## src/rtl/brick_wall_ctrl.sv

```systemverilog
// Brick wall, score/lives bookkeeping and serve/play/over/won sequencing for breakout.
// Hits, pulses and state update one cycle after a tick; pixel colour is one cycle behind x/y.
// No backpressure: tick paces the game, launch is a level request, outputs are always valid.
module brick_wall_ctrl #(
   parameter int ROWS    = 5,
   parameter int COLS    = 10,
   parameter int BRICK_W = 60,
   parameter int BRICK_H = 40,
   parameter int X0      = 20,
   parameter int Y0      = 40,
   parameter int LIVES   = 3,
   parameter int FLOOR_Y = 470,
   parameter int SCORE_W = $clog2(ROWS*COLS+1)
) (
   input  logic               clk,
   input  logic               reset,
   input  logic               tick,
   input  logic               launch,
   input  logic [9:0]         ball_x,
   input  logic [8:0]         ball_y,
   input  logic [9:0]         x,
   input  logic [8:0]         y,
   input  logic               paddle_pix,
   input  logic               ball_pix,
   output logic               x_hit,
   output logic               y_hit,
   output logic [SCORE_W-1:0] score,
   output logic [2:0]         lives,
   output logic               playing,
   output logic               game_over,
   output logic               game_won,
   output logic [7:0]         r,
   output logic [7:0]         g,
   output logic [7:0]         b
);

   localparam int NB = ROWS*COLS;

   typedef enum logic [1:0] {SERVE, PLAY, OVER, WON} state_t;

   state_t        state, state_nxt;
   logic [NB-1:0] alive;
   logic [9:0]    prev_x;
   logic [8:0]    prev_y;

   logic          hit_vld;
   logic [NB-1:0] hit_mask;
   logic          prev_in_y;
   logic          last_hit;
   logic          floor_hit;
   logic          play_tick;
   logic          pix_brick;
   logic [23:0]   brick_rgb;
   logic [23:0]   pix_rgb;

   // prev_x is tracked alongside prev_y for a future side-deflection rule; nothing consumes it yet
   logic          unused_prev_x;
   assign unused_prev_x = ^prev_x;

   // Strict interior test: pixels on a brick edge belong to no brick
   function automatic logic in_span(input int p, input int lo, input int w);
      return (p > lo) && (p < lo + w);
   endfunction

   function automatic logic [23:0] row_colour(input int row);
      case (row % 4)
         0:       return 24'hFF0000;
         1:       return 24'h0000FF;
         2:       return 24'h00FF00;
         default: return 24'hFFFF00;
      endcase
   endfunction

   assign play_tick = (state == PLAY) && tick;
   assign floor_hit = int'(ball_y) >= FLOOR_Y;
   assign last_hit  = hit_vld && ((alive & ~hit_mask) == '0);
   assign playing   = (state == PLAY);
   assign game_over = (state == OVER);
   assign game_won  = (state == WON);

   // Find the first alive brick under the ball (lowest row, then lowest column)
   always_comb begin
      hit_vld   = 1'b0;
      hit_mask  = '0;
      prev_in_y = 1'b0;
      for (int i = 0; i < ROWS; i++) begin
         for (int j = 0; j < COLS; j++) begin
            if (!hit_vld && alive[i*COLS+j] &&
                in_span(int'(ball_x), X0 + j*BRICK_W, BRICK_W) &&
                in_span(int'(ball_y), Y0 + i*BRICK_H, BRICK_H)) begin
               hit_vld              = 1'b1;
               hit_mask[i*COLS+j]   = 1'b1;
               prev_in_y            = in_span(int'(prev_y), Y0 + i*BRICK_H, BRICK_H);
            end
         end
      end
   end

   // Game state register
   always_ff @(posedge clk) begin
      if (reset) state <= SERVE;
      else       state <= state_nxt;
   end

   // Next state: clearing the wall wins even if the ball also reached the floor
   always_comb begin
      state_nxt = state;
      case (state)
         SERVE: if (launch) state_nxt = PLAY;
         PLAY: begin
            if (tick) begin
               if (last_hit)            state_nxt = WON;
               else if (floor_hit)      state_nxt = (lives == 3'd1) ? OVER : SERVE;
            end
         end
         OVER, WON: if (launch) state_nxt = SERVE;
         default: state_nxt = SERVE;
      endcase
   end

   // Wall, score, lives and deflection pulses; restart refills everything from OVER/WON
   always_ff @(posedge clk) begin
      if (reset) begin
         alive  <= {NB{1'b1}};
         score  <= '0;
         lives  <= 3'(LIVES);
         prev_x <= '0;
         prev_y <= '0;
         x_hit  <= 1'b0;
         y_hit  <= 1'b0;
      end else begin
         x_hit <= 1'b0;
         y_hit <= 1'b0;
         if (play_tick) begin
            prev_x <= ball_x;
            prev_y <= ball_y;
            if (hit_vld) begin
               alive <= alive & ~hit_mask;
               score <= score + SCORE_W'(1);
               // Ball came from above/below the brick -> vertical bounce, else sideways
               y_hit <= !prev_in_y;
               x_hit <= prev_in_y;
            end
            if (floor_hit && !last_hit) lives <= lives - 3'd1;
         end else if ((state == OVER || state == WON) && launch) begin
            alive <= {NB{1'b1}};
            score <= '0;
            lives <= 3'(LIVES);
         end
      end
   end

   // Colour of the current pixel before the end-of-game tint
   always_comb begin
      pix_brick = 1'b0;
      brick_rgb = 24'h000000;
      for (int i = 0; i < ROWS; i++) begin
         for (int j = 0; j < COLS; j++) begin
            if (alive[i*COLS+j] &&
                in_span(int'(x), X0 + j*BRICK_W, BRICK_W) &&
                in_span(int'(y), Y0 + i*BRICK_H, BRICK_H)) begin
               pix_brick = 1'b1;
               brick_rgb = row_colour(i);
            end
         end
      end
      if (pix_brick)
         pix_rgb = brick_rgb;
      else if ((paddle_pix || ball_pix) && state != OVER && state != WON)
         pix_rgb = 24'hFFFFFF;
      else
         pix_rgb = 24'h000000;
      if (state == OVER) pix_rgb[23:16] = 8'hFF;
      if (state == WON)  pix_rgb[15:8]  = 8'hFF;
   end

   // Registered VGA colour
   always_ff @(posedge clk) begin
      if (reset) begin
         r <= 8'h00;
         g <= 8'h00;
         b <= 8'h00;
      end else begin
         r <= pix_rgb[23:16];
         g <= pix_rgb[15:8];
         b <= pix_rgb[7:0];
      end
   end

endmodule

```

## config.mk

```make
export PLATFORM = sky130hd
export DESIGN_NAME = brick_wall_ctrl
export DESIGN_NICKNAME = d
export VERILOG_FILES = /design/src/rtl/brick_wall_ctrl.sv
export SDC_FILE = /design/constraint.sdc
export NUM_CORES = 1
export LEC_CHECK = 0
export CAP_MARGIN = 20
export CORE_ASPECT_RATIO = 0.6
export CORE_MARGIN = 3
export CORE_UTILIZATION = 27
export DETAILED_ROUTE_END_ITERATION = 8
export DONT_BUFFER_PORTS = 1
export PLACE_DENSITY = 0.45
export SKIP_LAST_GASP = 1
export SYNTH_ARGS = -nofsm -noshare
export SYNTH_HDL_FRONTEND = slang
export SYNTH_SLANG_ARGS = --single-unit
```

## constraint.sdc

```tcl
create_clock -name clk -period 4.65 [get_ports clk]
set_input_delay 0.6975 -clock clk [delete_from_list [all_inputs] [get_ports clk]]
set_output_delay 0.6975 -clock clk [all_outputs]
set_load 0.02 [all_outputs]
```

==> flow_metrics.env <==
export IMPL_status="completed"
export IMPL_setup_violations_final=0
export IMPL_syn_cell_area_sq_um=5558
export IMPL_via_count=5801
export IMPL_synth_seq_cells=75
export IMPL_synthArstFlopShare_pct=0
export IMPL_hold_viol=0
export IMPL_worstMarginPinSlew_ns=0.9382
export IMPL_placed_cells=941
export IMPL_holdPathEnd="prev_y[8]"
export IMPL_start_util_pct=28.33
export IMPL_p_per_area_nw_per_um2=266.0
export IMPL_clk_latency_ns=0.35
export IMPL_period_needed_ns=3.120
export IMPL_post_drt_wl_per_cell_microns=23.06
export IMPL_gp_congestion=1.021
export IMPL_rrSetupSlack_ns=1.83
export IMPL_hold_path_class="in -> reg"
export IMPL_tritoncts="done"
export IMPL_final_setup_tns_ns=0
export IMPL_syn_nets=776
export IMPL_grt_overflow=0
export IMPL_placed_area_sq_um=5603
export IMPL_cts_made_buffers=9
export IMPL_pin_count=82
export IMPL_dp_hpwl_microns=16680
export IMPL_yosysSeqAreaShare_pct=27.01
export IMPL_routed_wl_microns=22040
export IMPL_clock_sinks=75
export IMPL_ir_drop_mv=0.1792
export IMPL_cts_setup_buffers=0
export IMPL_port_buffers=0
export IMPL_area_growth_synth_to_final_pct=5.515
export IMPL_fmax_ghz=0.3206
export IMPL_rr_worst_depth=6
export IMPL_layout_drive_gt1_share_pct=9.855
export IMPL_antenna_cells=0
export IMPL_drt_iter0_drc=968
export IMPL_rows=39
export IMPL_htreeDepth=3
export IMPL_drt_pass1_iterations=8
export IMPL_r2r_end="state[1]"
export IMPL_ctsResizeCount=0
export IMPL_nNetsFinal=733
export IMPL_slowest_delay_ns=0.53
export IMPL_fp_dieW_microns=191.2
export IMPL_max_cap_violations=0
export IMPL_fin_cells=956
export IMPL_grt_setup_unrepaired="false"
export IMPL_period_share_pct=67.09
export IMPL_avgViaCountPerCell=6.068
export IMPL_die_h_microns=117.1
export IMPL_grt_pass1_vias=5307
export IMPL_antenna_found_initial=0
export IMPL_relSlewSlack_pct=37.45
export IMPL_grt_pass1_wl_microns=33320
export IMPL_postLayoutCellArea_sq_um=5864
export IMPL_power_leakage_uw=0.001914
export IMPL_cts_root_buf="clkbuf_16"
export IMPL_grt_max_degree=50
export IMPL_worstHoldPathCells=1
export IMPL_grtUsageTotal_pct=19.71
export IMPL_avgSynthCellArea_sq_um=7.624
export IMPL_syn_inst=729
export IMPL_cts_hold_buf=0
export IMPL_worst_endpoint_arrival_ns=3.32
export IMPL_path_clk_slew_ns=0.07
export IMPL_synth_edf_count=0
export IMPL_drc_errors=0
export IMPL_clock_path_buffers=2
export IMPL_startpoint_type="primary input"
export IMPL_skew_ns=0.01015
export IMPL_crit_required_ns=4.85
export IMPL_dieArea_sq_um=22400
export IMPL_cp_cell_sequence="or4_4, o32ai_4, and2_1, a221oi_1, a31oi_2, a21oi_2, a21oi_4, buf_4, a41oi_1"
export IMPL_slew_violations=0
export IMPL_core_area_sq_um=19620
export IMPL_crit_fanout=23
export IMPL_drtAntennaViolNets=0
export IMPL_fin_util_pct=29.90
export IMPL_critical_path_class="in -> reg"
export IMPL_critPathSlowestCell="or4_4"
export IMPL_yosysUniqueCellTypes=92
export IMPL_synth_flop_cell="dfxtp_1"
export IMPL_hold_start="reset"
export IMPL_crit_reg2reg_launch="state[0]"
export IMPL_ys_warn_count=0
export IMPL_cp_end_kind="register"
logic make-up (layout without fill, tap and decap cells):
kind of cell	after synthesis	in the layout	synth area share [%]
simple gates	306	306	29.02
compound gates	248	248	33.52
buf+inv	91	52	8.735
flops	75	75	27.01
mux	4	4	0.7204
fa+ha+maj	3	3	0.6754
xor+xnor	2	2	0.3152
cells in the final DEF (no fill, tap or decap), drive strengths merged, types with 5 or more instances in the layout:
| cell type | count |
|---|---|
| a31oi | 20 |
| nor2b | 12 |
| nand4 | 10 |
| dfxtp | 75 |
| buf | 14 |
| or2 | 7 |
| a2111oi | 6 |
| a22oi | 7 |
| clkbuf | 12 |
| nor3b | 7 |
| a222oi | 17 |
| nand2b | 15 |
| a22o | 6 |
| o31ai | 5 |
| nor2 | 86 |
| o32a | 8 |
| nor4 | 11 |
| and2 | 15 |
| a221oi | 6 |
| a211oi | 7 |
| nor3 | 31 |
| nand3 | 17 |
| o2111ai | 6 |
| a41oi | 6 |
| nand2 | 65 |
| inv | 23 |
| o21ai | 59 |
| a21oi | 46 |
routing by layer:
layer,part of all wire (%),global-route usage [%],vias up
met5,0,1.496,-
met4,0.73,3.224,0
met3,12,6.220,23
met2,38,25.99,356
met1,49,30.74,2762
li1,-,-,2660
cells in the mapped netlist (6+ instances only):
cell,n,area (sq um)
a21oi_1,44,220.2
a222oi_1,17,170.2
a22o_1,6,52.55
a22oi_1,7,52.55
a31oi_1,19,118.9
and2_1,15,93.84
buf_2,10,50.05
buf_4,25,187.7
clkbuf_1,28,105.1
dfxtp_1,75,1501
inv_1,23,86.33
nand2_1,65,244.0
nand2b_1,15,93.84
nand3_1,17,85.08
nand4_1,10,62.56
nor2_1,86,322.8
nor2b_1,12,75.07
nor3_1,29,145.1
nor3b_1,7,52.55
nor4_1,7,43.79
o21ai_0,53,265.3
o32a_1,8,80.08
layout make-up:
| cell class | count | area (sq um) |
|---|---|---|
| Fill cell | 2113 | 13750 |
| Sequential cell | 75 | 1505 |
| Multi-Input combinational cell | 563 | 3576 |
| Tap cell | 266 | 332.8 |
| Clock inverter | 3 | 15.01 |
| Inverter | 23 | 86.33 |
| Timing Repair Buffer | 14 | 102.6 |
| Clock buffer | 12 | 246.5 |
sequential cells by signal, indices dropped and copies added, names as in the netlist:
| name | count |
|---|---|
| alive | 50 |
| b | 1 |
| g | 1 |
| lives | 3 |
| prev_y | 9 |
| r | 1 |
| score | 6 |
| state | 2 |
| x_hit | 1 |
| y_hit | 1 |
critical path: cells and delay by family:
kind	cells	cell delay, ns
simple gates	2	0.98
buf+inv	1	0.30
compound gates	6	1.33
metrics by stage:
stage                     hold slack, ns  setup WS, ns  total power, uW
final                             0.4166         1.530             1560
after global routing              0.4064         1.269             1619
after floorplan                   0.4443         1.670            896.7
after detailed placement          0.4623         1.243            905.6
after global placement            0.4514         1.243            904.6
after CTS                         0.4082         1.582             1568
power by group:
group	internal (uW)	switching (uW)
Combinational	76.7	131
Sequential	650	40.5
Clock	371	291
worst max-delay path by stage:
stage                    from        end  cells past startpoint
floorplan           ball_x[2]  alive[28]                     11
global placement    ball_x[5]  alive[22]                      9
detailed placement  ball_x[5]  alive[22]                      9
CTS                 ball_x[5]   score[5]                      8
global route        ball_x[7]   state[1]                      8
finish              ball_x[5]  alive[22]                      9
Note: power is estimated with default switching activity, not from simulation.
